===== src/rtl/serial_subtractor.sv =====
// rtl/serial_subtractor.sv - bit-serial subtractor computing a - b - bin over WIDTH cycles

// One-bit full subtractor cell: difference and borrow-out from minuend, subtrahend and borrow-in.
module sub_cell (
    input  logic ai,
    input  logic bi,
    input  logic br,
    output logic d,
    output logic br_out
);

    // Difference bit and borrow generate/propagate.
    always_comb begin
        d      = ai ^ bi ^ br;
        br_out = (~ai & bi) | (~(ai ^ bi) & br);
    end

endmodule

// Sequential subtractor: one sub_cell reused per cycle, LSB first, with a start/done handshake.
module serial_subtractor #(
    parameter int WIDTH = 8
) (
    input  logic             clk,
    input  logic             rst,
    input  logic             start,
    input  logic [WIDTH-1:0] a,
    input  logic [WIDTH-1:0] b,
    input  logic             bin,
    output logic             busy,
    output logic             done,
    output logic [WIDTH-1:0] diff,
    output logic             borrow,
    output logic             overflow
);

    localparam int CW = (WIDTH > 2) ? $clog2(WIDTH) : 1;
    localparam logic [CW-1:0] LAST_BIT = CW'(WIDTH - 1);

    typedef enum logic {
        IDLE = 1'b0,
        RUN  = 1'b1
    } state_t;

    state_t           state;
    state_t           state_nxt;

    // Operands shift right so the bit being processed is always at index 0.
    logic [WIDTH-1:0] a_sh;
    logic [WIDTH-1:0] b_sh;
    // Holds the WIDTH-1 difference bits produced so far; the final bit joins at completion.
    logic [WIDTH-2:0] res_sh;
    logic [WIDTH-1:0] res_nxt;
    logic             br;
    logic [CW-1:0]    cnt;

    logic             d_bit;
    logic             br_nxt;
    logic             accept;
    logic             last;
    logic             finish;

    sub_cell u_cell (
        .ai     (a_sh[0]),
        .bi     (b_sh[0]),
        .br     (br),
        .d      (d_bit),
        .br_out (br_nxt)
    );

    // Handshake qualifiers shared by the FSM and the datapath.
    always_comb begin
        accept  = (state == IDLE) && start;
        last    = (cnt == LAST_BIT);
        finish  = (state == RUN) && last;
        res_nxt = {d_bit, res_sh};
    end

    // State register.
    always_ff @(posedge clk) begin
        if (rst) begin
            state <= IDLE;
        end else begin
            state <= state_nxt;
        end
    end

    // Next-state logic: IDLE waits for start, RUN lasts exactly WIDTH cycles.
    always_comb begin
        state_nxt = state;
        case (state)
            IDLE: if (start) state_nxt = RUN;
            RUN:  if (last)  state_nxt = IDLE;
            default: state_nxt = IDLE;
        endcase
    end

    // FSM outputs: busy is simply the RUN state.
    always_comb begin
        busy = (state == RUN);
    end

    // Operand, borrow and bit-counter datapath; loads on accept, shifts one bit per RUN cycle.
    always_ff @(posedge clk) begin
        if (rst) begin
            a_sh   <= '0;
            b_sh   <= '0;
            res_sh <= '0;
            br     <= 1'b0;
            cnt    <= '0;
        end else if (accept) begin
            a_sh   <= a;
            b_sh   <= b;
            br     <= bin;
            cnt    <= '0;
        end else if (state == RUN) begin
            a_sh   <= a_sh >> 1;
            b_sh   <= b_sh >> 1;
            res_sh <= res_nxt[WIDTH-1:1];
            br     <= br_nxt;
            cnt    <= last ? '0 : cnt + 1'b1;
        end
    end

    // Result registers load together on the final bit so partial results are never visible.
    always_ff @(posedge clk) begin
        if (rst) begin
            done     <= 1'b0;
            diff     <= '0;
            borrow   <= 1'b0;
            overflow <= 1'b0;
        end else begin
            done <= finish;
            if (finish) begin
                diff     <= res_nxt;
                borrow   <= br_nxt;
                // br here is the borrow into the MSB; differing from the MSB borrow-out means signed overflow.
                overflow <= br ^ br_nxt;
            end
        end
    end

endmodule


===== config.mk =====
export PLATFORM = sky130hd
export DESIGN_NAME = serial_subtractor
export DESIGN_NICKNAME = d
export VERILOG_FILES = /design/src/rtl/serial_subtractor.sv
export SDC_FILE = /design/constraint.sdc
export NUM_CORES = 1
export LEC_CHECK = 0
export CAP_MARGIN = 20
export CORE_ASPECT_RATIO = 0.5
export CORE_MARGIN = 2
export CORE_UTILIZATION = 46
export CTS_CLUSTER_SIZE = 30
export DETAILED_ROUTE_END_ITERATION = 10
export GPL_TIMING_DRIVEN = 0
export PLACE_DENSITY = 0.74
export SKIP_CTS_REPAIR_TIMING = 1
export SYNTH_ARGS = -nofsm -noshare
export SYNTH_HDL_FRONTEND = slang
export SYNTH_SLANG_ARGS = --single-unit

===== constraint.sdc =====
create_clock -name clk -period 1.1 [get_ports clk]
set_input_delay 0.11 -clock clk [delete_from_list [all_inputs] [get_ports clk]]
set_output_delay 0.11 -clock clk [all_outputs]
set_load 0.01 [all_outputs]

======== Word level (Yosys, flattened, before mapping) ========
Cells that the tools add are included.
storage, ports and cells
  flip-flop bits (word level) ............. 39
  logic and storage cells ................. 37
operators by class
  $add $sub $neg .......................... 1
  equality and inequality tests ........... 1
  multiplexer cells ....................... 10
  bitwise gates (word level) .............. 10
  reductions and logical operators ........ 5
operators with widths
  kind                                                            number
  8-bit two-way mux                                               4
  1-bit two-way mux                                               4
  1-bit NOT                                                       4
  3-bit by 1-bit adder with 3-bit output (second input constant)  1
  3-bit == test (second input constant)                           1
  3-bit two-way mux                                               1
  1-bit XOR                                                       3
  1-bit AND                                                       2
  1-bit logical AND                                               2
  1-bit case mux with 2 select lines                              1
  2-bit AND reduction                                             1
  2-bit nonzero test                                              1
  2-bit OR reduction                                              1
  1-bit OR                                                        1

======== Longest topological paths before layout ========
Gate-level depths: netlist of the first run.
  depth in word-level cells ............... 6
  depth in mapped cells ................... 5
  mapped depth without buffers ............ 4

======== By module ========
A second synthesis of the first run with hierarchy kept.
second synthesis, totals
  cell total of the unflattened synthesis .. 168
  area total of the unflattened synthesis .. 1712.9 µm²
by module, submodules not included
  module             instances  cells an instance  area each (µm²)
  serial_subtractor  1          164                1681.6
  sub_cell           1          4                  31.3

======== Worst setup path after synthesis of the first run ========
Ideal clock, no wire load.
  path kind ............................... register to register
  from .................................... register cnt[0]
  to ...................................... register diff[7]
  setup time .............................. 70 ps
  arrival time ............................ 1157 ps
  slack ................................... -127 ps
  cell stages (with the launch flop) ...... 6
  buffers on the path ..................... 1
  clock period less this slack ............ 1227 ps
  cells stage by stage .................... dfxtp_1 -> ha_1 -> ha_1 -> buf_2 -> a21bo_2 -> a21oi_1
between the ends
  cells in the longest elaborated chain, start to end .. 2
ends and longest elaborated chain
  element                 RTL line  source
  start, declared         55        logic [CW-1:0] cnt;
  start signal, assigned  121       cnt <= last ? '0 : cnt + 1'b1;
  3-bit == test           74        last = (cnt == LAST_BIT);
  1-bit logical AND       75        finish = (state == RUN) && last;
  end signal, assigned    135       diff <= res_nxt;
  end, declared           32        output logic [WIDTH-1:0] diff,
No other way between the ends.
A chain may end at the register's enable or synchronous reset.

======== Final worst setup path of the first run ========
  from .................................... register br
  to ...................................... register diff[7]
between the ends
  cells in the longest elaborated chain, start to end .. 1
ends and longest elaborated chain
  element                 RTL line  source
  start, declared         54        logic br;
  start signal, assigned  114       br <= bin;
  start signal, assigned  120       br <= br_nxt;
  1-bit XOR               14        d = ai ^ bi ^ br;
  named net d_bit         57        logic d_bit;
The timed path passes the listed nets, and every way through them passes these cells.

==> results of run 1 <==
## kinds of logic after synthesis
family | synth area share (%)
AOI/OAI and AO/OA | 17.9
xor gates and xnor gates | 0.502
muxes | 13.8
and+or+nand+nor | 13.6
adders and majority gates | 2.58
DFF | 44.8
buffers and inverters | 6.89
## area by class of cell
cell class | instances | area [um2]
Buffer | 15 | 155
Clock buffer | 6 | 82.6
Clock inverter | 2 | 35.0
Fill cell | 279 | 1050
Inverter | 4 | 15.0
Multi-Input combinational cell | 109 | 917
Sequential cell | 39 | 790
Tap cell | 51 | 63.8
Timing Repair Buffer | 35 | 423
## Yosys cell counts
library cell | count | area share (%)
a21o_1 | 1 | 0.43
a211oi_1 | 9 | 3.9
nand2_1 | 3 | 0.65
buf_2 | 6 | 1.7
o2bb2ai_1 | 1 | 0.50
nand3b_1 | 1 | 0.43
or3b_1 | 4 | 2.0
nand2b_1 | 2 | 0.72
a311oi_1 | 1 | 0.50
ha_1 | 2 | 1.4
a21oi_1 | 12 | 3.4
buf_6 | 4 | 2.6
mux2i_1 | 24 | 14
buf_1 | 1 | 0.22
nor2_1 | 7 | 1.5
nor3_1 | 2 | 0.57
inv_2 | 1 | 0.22
nor2b_1 | 15 | 5.4
a211oi_2 | 5 | 3.6
a21oi_2 | 2 | 1.0
nand3_1 | 8 | 2.3
a21bo_2 | 8 | 4.6
dfxtp_1 | 39 | 45
clkbuf_1 | 1 | 0.22
xor2_1 | 1 | 0.50
fa_1 | 1 | 1.1
inv_1 | 3 | 0.65
buf_4 | 3 | 1.3
## worst register-to-register path, delay by kind of cell, from the launching register on
family / cells / cell delay (ns)
AND/OR/NAND/NOR: 1 / 0.08
buffers and inverters: 1 / 0.04
flip-flops: 1 / 0.35
adder cells (fa/ha/maj): 1 / 0.59
AO/OA/AOI/OAI: 1 / 0.15
## metal layers
layer | global-route usage (%) | share of wire, %
met4 | 5.45 | 0.37
met5 | 0 | 0
met2 | 28.4 | 44
met3 | 5.67 | 4.7
met1 | 22.5 | 50
## state kept, by name, indices dropped and copies added (netlist names)
register,count
done,1
b_sh,8
br,1
busy,1
diff,8
res_sh,7
overflow,1
cnt,3
borrow,1
a_sh,8
## power by group through the flow
stage                     clock, W  sequential (W)  combinational [W]
final                      0.00124         0.00153           0.000529
after global routing       0.00133         0.00153           0.000571
after CTS                  0.00126         0.00152           0.000435
after detailed placement         0         0.00156           0.000433
after global placement           0         0.00155           0.000425
after floorplan                  0         0.00155           0.000292
## final timing paths
path                               end
hold reg to reg   diff[4]$_SDFFE_PP0P_
hold / removal    a_sh[7]$_SDFFE_PP0P_
setup / recovery  diff[7]$_SDFFE_PP0P_
setup reg to reg  diff[7]$_SDFFE_PP0P_
## per-stage QoR
| stage | cell area, um2 | hold slack, ns | setup TNS [ns] | utilization, % |
|---|---|---|---|---|
| after global routing | 2480 | 0.458 | -1.67 | 70.3 |
| after floorplan | 1780 | 0.280 | -0.107 | - |
| after detailed placement | 2160 | 0.475 | -6.87 | 61.1 |
| after CTS | 2270 | 0.441 | -3.32 | 64.4 |
| after global placement | 2160 | 0.473 | -6.62 | 61.1 |
| final | 2480 | 0.446 | -0.997 | 70.3 |
==> flow_summary.yaml, run 1 <==
run_status:
  status: "finished with violations"
  violations: "setup timing"
sta:
  final_hold_viol_count: 0
  fmax_mhz: 779
  min_period_over_period_pct: 117
  slew_headroom_pct: 79.9
  skew_ns: 0.00481
  rsz0062_at_grt: "true"
  slew_viol_final: 0
  max_slew.worst_pin.slew_ns: 0.302
  final.setup.worst_slack_ns: -0.183
  setup_viol: 13
  min_period_ns: 1.28
critical_path:
  crit_buf_inv: 1
  ff2ff_setup_slack_ns: -0.18
  slowest_stage: "fa_2"
  worstSetupStartpointType: "register"
  worstPathRequired_ns: 1.32
  crit_chain: "inv_2 -> fa_2 -> nand3_2 -> a21oi_1"
  r2r_cells: 4
  slowest_delay_ns: 0.59
  path_max_fanout: 3
  crit_type: "register to register"
  end_kind: "register"
  crit-reg2reg-launch: "br$_SDFFE_PP0P_"
  path_depth: 4
  arrival_ns: 1.50
  crit_path_start: "br$_SDFFE_PP0P_"
  critPathTopFamily: "adder cells"
synth:
  synth_seq_cells: 39
  yosysSeqAreaShare_pct: 44.8
  ys.warnings.count: 0
  syn_inst: 167
  synth_cell_types: 28
  syn-num-nets: 190
  syn_area_per_cell_um2: 10.4
  synth_area_mm2: 0.00174
cells_and_area:
  layout.nets: 232
  diodes: 0
  drive_above_1_share_pct: 30.5
  syn2layout_area_growth_pct: 42.3
  final_common_cell: "dfxtp_1"
  layout_common_cells: "dfxtp_1, mux2i_1, clkdlybuf4s50_1"
  instances_no_fill: 261
power_and_ir_drop:
  ir_drop_mv: 0.684
  totalPowerFinal_w: 0.00330
  comb_power_share_pct: 16.0
  power_leakage_nw: 1.17
  p_int_w: 0.00251
  power_switching_share_pct: 23.8
  power_frac_clock_pct: 37.6
  switchingPower_w: 0.000783
  powerDensity_mw_per_mm2: 1330
  seq_power_share_pct: 46.3
floorplanning:
  ios: 32
  die_h_um: 47.5
  start_util_pct: 49.4
  coreArea_mm2: 0.00353
  die_x_um: 91.1
  std_cell_rows: 15
  dieArea_mm2: 0.00433
cts:
  clk_latency_ns: 0.29
  clockRootBuffer: "clkbuf_8"
  clock_sinks: 39
  cts_buffers: 5
  htreeDepth: 2
  clockBufferDepth: 2
  cts_tree: "done"
  path_clk_slew_ns: 0.08
detailed_routing:
  dr.pass1.iters: 5
  antenna_left: 0
  vias_per_cell: 5.11
  remaining_drc_errors: 0
  drt_iter0_drc: 48
  wire_per_inst_um: 14.6
  num_vias: 1334
  drt-total-wl_um: 3810
global_route:
  antenna_found_initial: 0
  grt_pass1_wl_um: 5660
  grt-ovfl-total: 0
  grt_max_degree: 13
  grtUsageTotal_pct: 17.3
  grt_pass1_vias: 1220
placement:
  dp_slack_ns: -0.236
  placed_cells: 249
  io_buffers: 31
  gp_congestion: 0.725
  dp_hpwl_um: 2440
run:
  max-cap-violations: 0
worst_hold_path:
  hold_path_startpoint: "a[7]"
  hp-class: "primary input to register"
  min_path_cells: 3
Power figures use the tool's default switching activity.
==> run 2: changes to the inputs <==
Settings changed: REMOVE_ABC_BUFFERS set to 1, SLEW_MARGIN set to 5.
==> run 2 against run 1 <==
  * The run still ends with setup timing left
  * Clock power shrank 22%
  * Final cell count shrank 2.7%
  * Power shrank 9.6%
  * Non-clock buffer count shrank 6
  * Setup slack lost 0.084 ns
  * Utilization shrank 3.0 points
  * First-iteration DRC count grew 4.2%
  * Critical endpoint is now cnt[0]$_SDFFE_PP0P_
  * Highest routed layer unchanged
==> flow_summary.yaml, run 2 (synthesis gave the netlist of run 1 again) <==
critical_path:
  ff2ff_setup_slack_ns: -0.27
  arrival_ns: 1.58
  end_kind: "register"
  worstPathRequired_ns: 1.31
  worstSetupStartpointType: "register"
  path_max_fanout: 4
  crit_type: "register to register"
power_and_ir_drop:
  comb_power_share_pct: 15.9
  seq_power_share_pct: 51.5
  ir_drop_mv: 0.753
  power_switching_share_pct: 24.8
  p_int_w: 0.00224
  switchingPower_w: 0.000741
  powerDensity_mw_per_mm2: 1260
  power_frac_clock_pct: 32.6
  totalPowerFinal_w: 0.00298
  power_leakage_nw: 1.13
cells_and_area:
  syn2layout_area_growth_pct: 36.1
  top_regs: "a_sh: 8 flops, b_sh: 8 flops, diff: 8 flops"
  final_common_cell: "dfxtp_1"
  stdcell_area_mm2: 0.00237
  layout_common_cells: "dfxtp_1, mux2i_1, clkdlybuf4s50_1"
  instances_no_fill: 254
  diodes: 0
  drive_above_1_share_pct: 25.6
  post-route-util_pct: 67.3
  layout.nets: 226
sta:
  fmax_mhz: 732
  slew_headroom_pct: 49.7
  min_period_ns: 1.37
  final_hold_viol_count: 0
  min_period_over_period_pct: 124
  slew_viol_final: 0
  setup_viol: 14
  rsz0062_at_grt: "true"
  final.setup.worst_slack_ns: -0.267
  max_slew.worst_pin.slew_ns: 0.754
  fin_hold_ws_ns: 0.375
  skew_ns: 0.00540
global_route:
  grtUsageTotal_pct: 14.1
  antenna_found_initial: 0
  grt_pass1_vias: 1138
  grt-ovfl-total: 0
  grt_pass1_wl_um: 4800
  grt_max_degree: 40
floorplanning:
  dieArea_mm2: 0.00433
  std_cell_rows: 15
  coreArea_mm2: 0.00353
  start_util_pct: 49.4
  die_h_um: 47.5
  ios: 32
  die_x_um: 91.1
run_status:
  violations: "setup timing"
  status: "finished with violations"
cts:
  clk_latency_ns: 0.29
  clockBufferDepth: 2
  clock_sinks: 39
  htreeDepth: 2
  cts_tree: "done"
  path_clk_slew_ns: 0.07
  cts_buffers: 5
  clockRootBuffer: "clkbuf_8"
placement:
  dp_hpwl_um: 1870
  place_area_mm2: 0.00203
  io_buffers: 31
  gp_congestion: 0.716
  placed_cells: 235
detailed_routing:
  drt-total-wl_um: 3570
  remaining_drc_errors: 0
  drt_iter0_drc: 50
  antenna_left: 0
  dr.pass1.iters: 4
  num_vias: 1290
  wire_per_inst_um: 14.0
  vias_per_cell: 5.08
run:
  max-cap-violations: 0
worst_hold_path:
  hp-class: "primary input to register"
[run 2: path summary, 6_finish.rpt]
kind,to,depth (start not counted),from
worst min-delay path,res_sh[5]$_SDFFE_PP0P_,2,rst
worst min register to register,diff[5]$_SDFFE_PP0P_,2,res_sh[5]$_SDFFE_PP0P_
worst max-delay path,cnt[0]$_SDFFE_PP0P_,5,cnt[0]$_SDFFE_PP0P_
worst max register to register,cnt[0]$_SDFFE_PP0P_,5,cnt[0]$_SDFFE_PP0P_
[run 2: stage by stage]
step | setup TNS [ns] | setup slack, ns
6_report | -1.49 | -0.267
5_1_grt | -2.64 | -0.289
4_1_cts | -18.51 | -0.680
3_5_place_dp | -22.37 | -0.864
3_3_place_gp | -41.72 | -1.28
2_1_floorplan | -23.35 | -0.754
[run 2: final cells by class]
class / count / area (um2)
Clock buffer: 6 / 82.6
Clock inverter: 1 / 5.00
Fill cell: 279 / 1150
Inverter: 4 / 15.0
Multi-Input combinational cell: 109 / 898
Sequential cell: 39 / 790
Tap cell: 51 / 63.8
Timing Repair Buffer: 44 / 519
[run 2: critical path, stage by stage, from the launching register on]
cell,delay (ns)
dfxtp_2,0.34
ha_4,0.16
ha_4,0.16
buf_6,0.12
or3b_1,0.35
a21oi_1,0.15
[run 2: layer usage]
| metal | GRT usage (%) | wire [um] |
|---|---|---|
| met1 | 14.9 | 1740 |
| met2 | 28.6 | 1700 |
| met3 | 4.72 | 110 |
| met4 | 4.55 | 15 |
| met5 | 0 | 0 |
[run 2: power by group through the flow]
stage | registers, W | clock network, W | logic, W
2_1_floorplan | 0.00157 | 0 | 0.000191
3_3_place_gp | 0.00159 | 0 | 0.000329
3_5_place_dp | 0.00157 | 0 | 0.000370
4_1_cts | 0.00154 | 0.000996 | 0.000372
5_1_grt | 0.00154 | 0.00104 | 0.000517
6_report | 0.00154 | 0.000971 | 0.000475
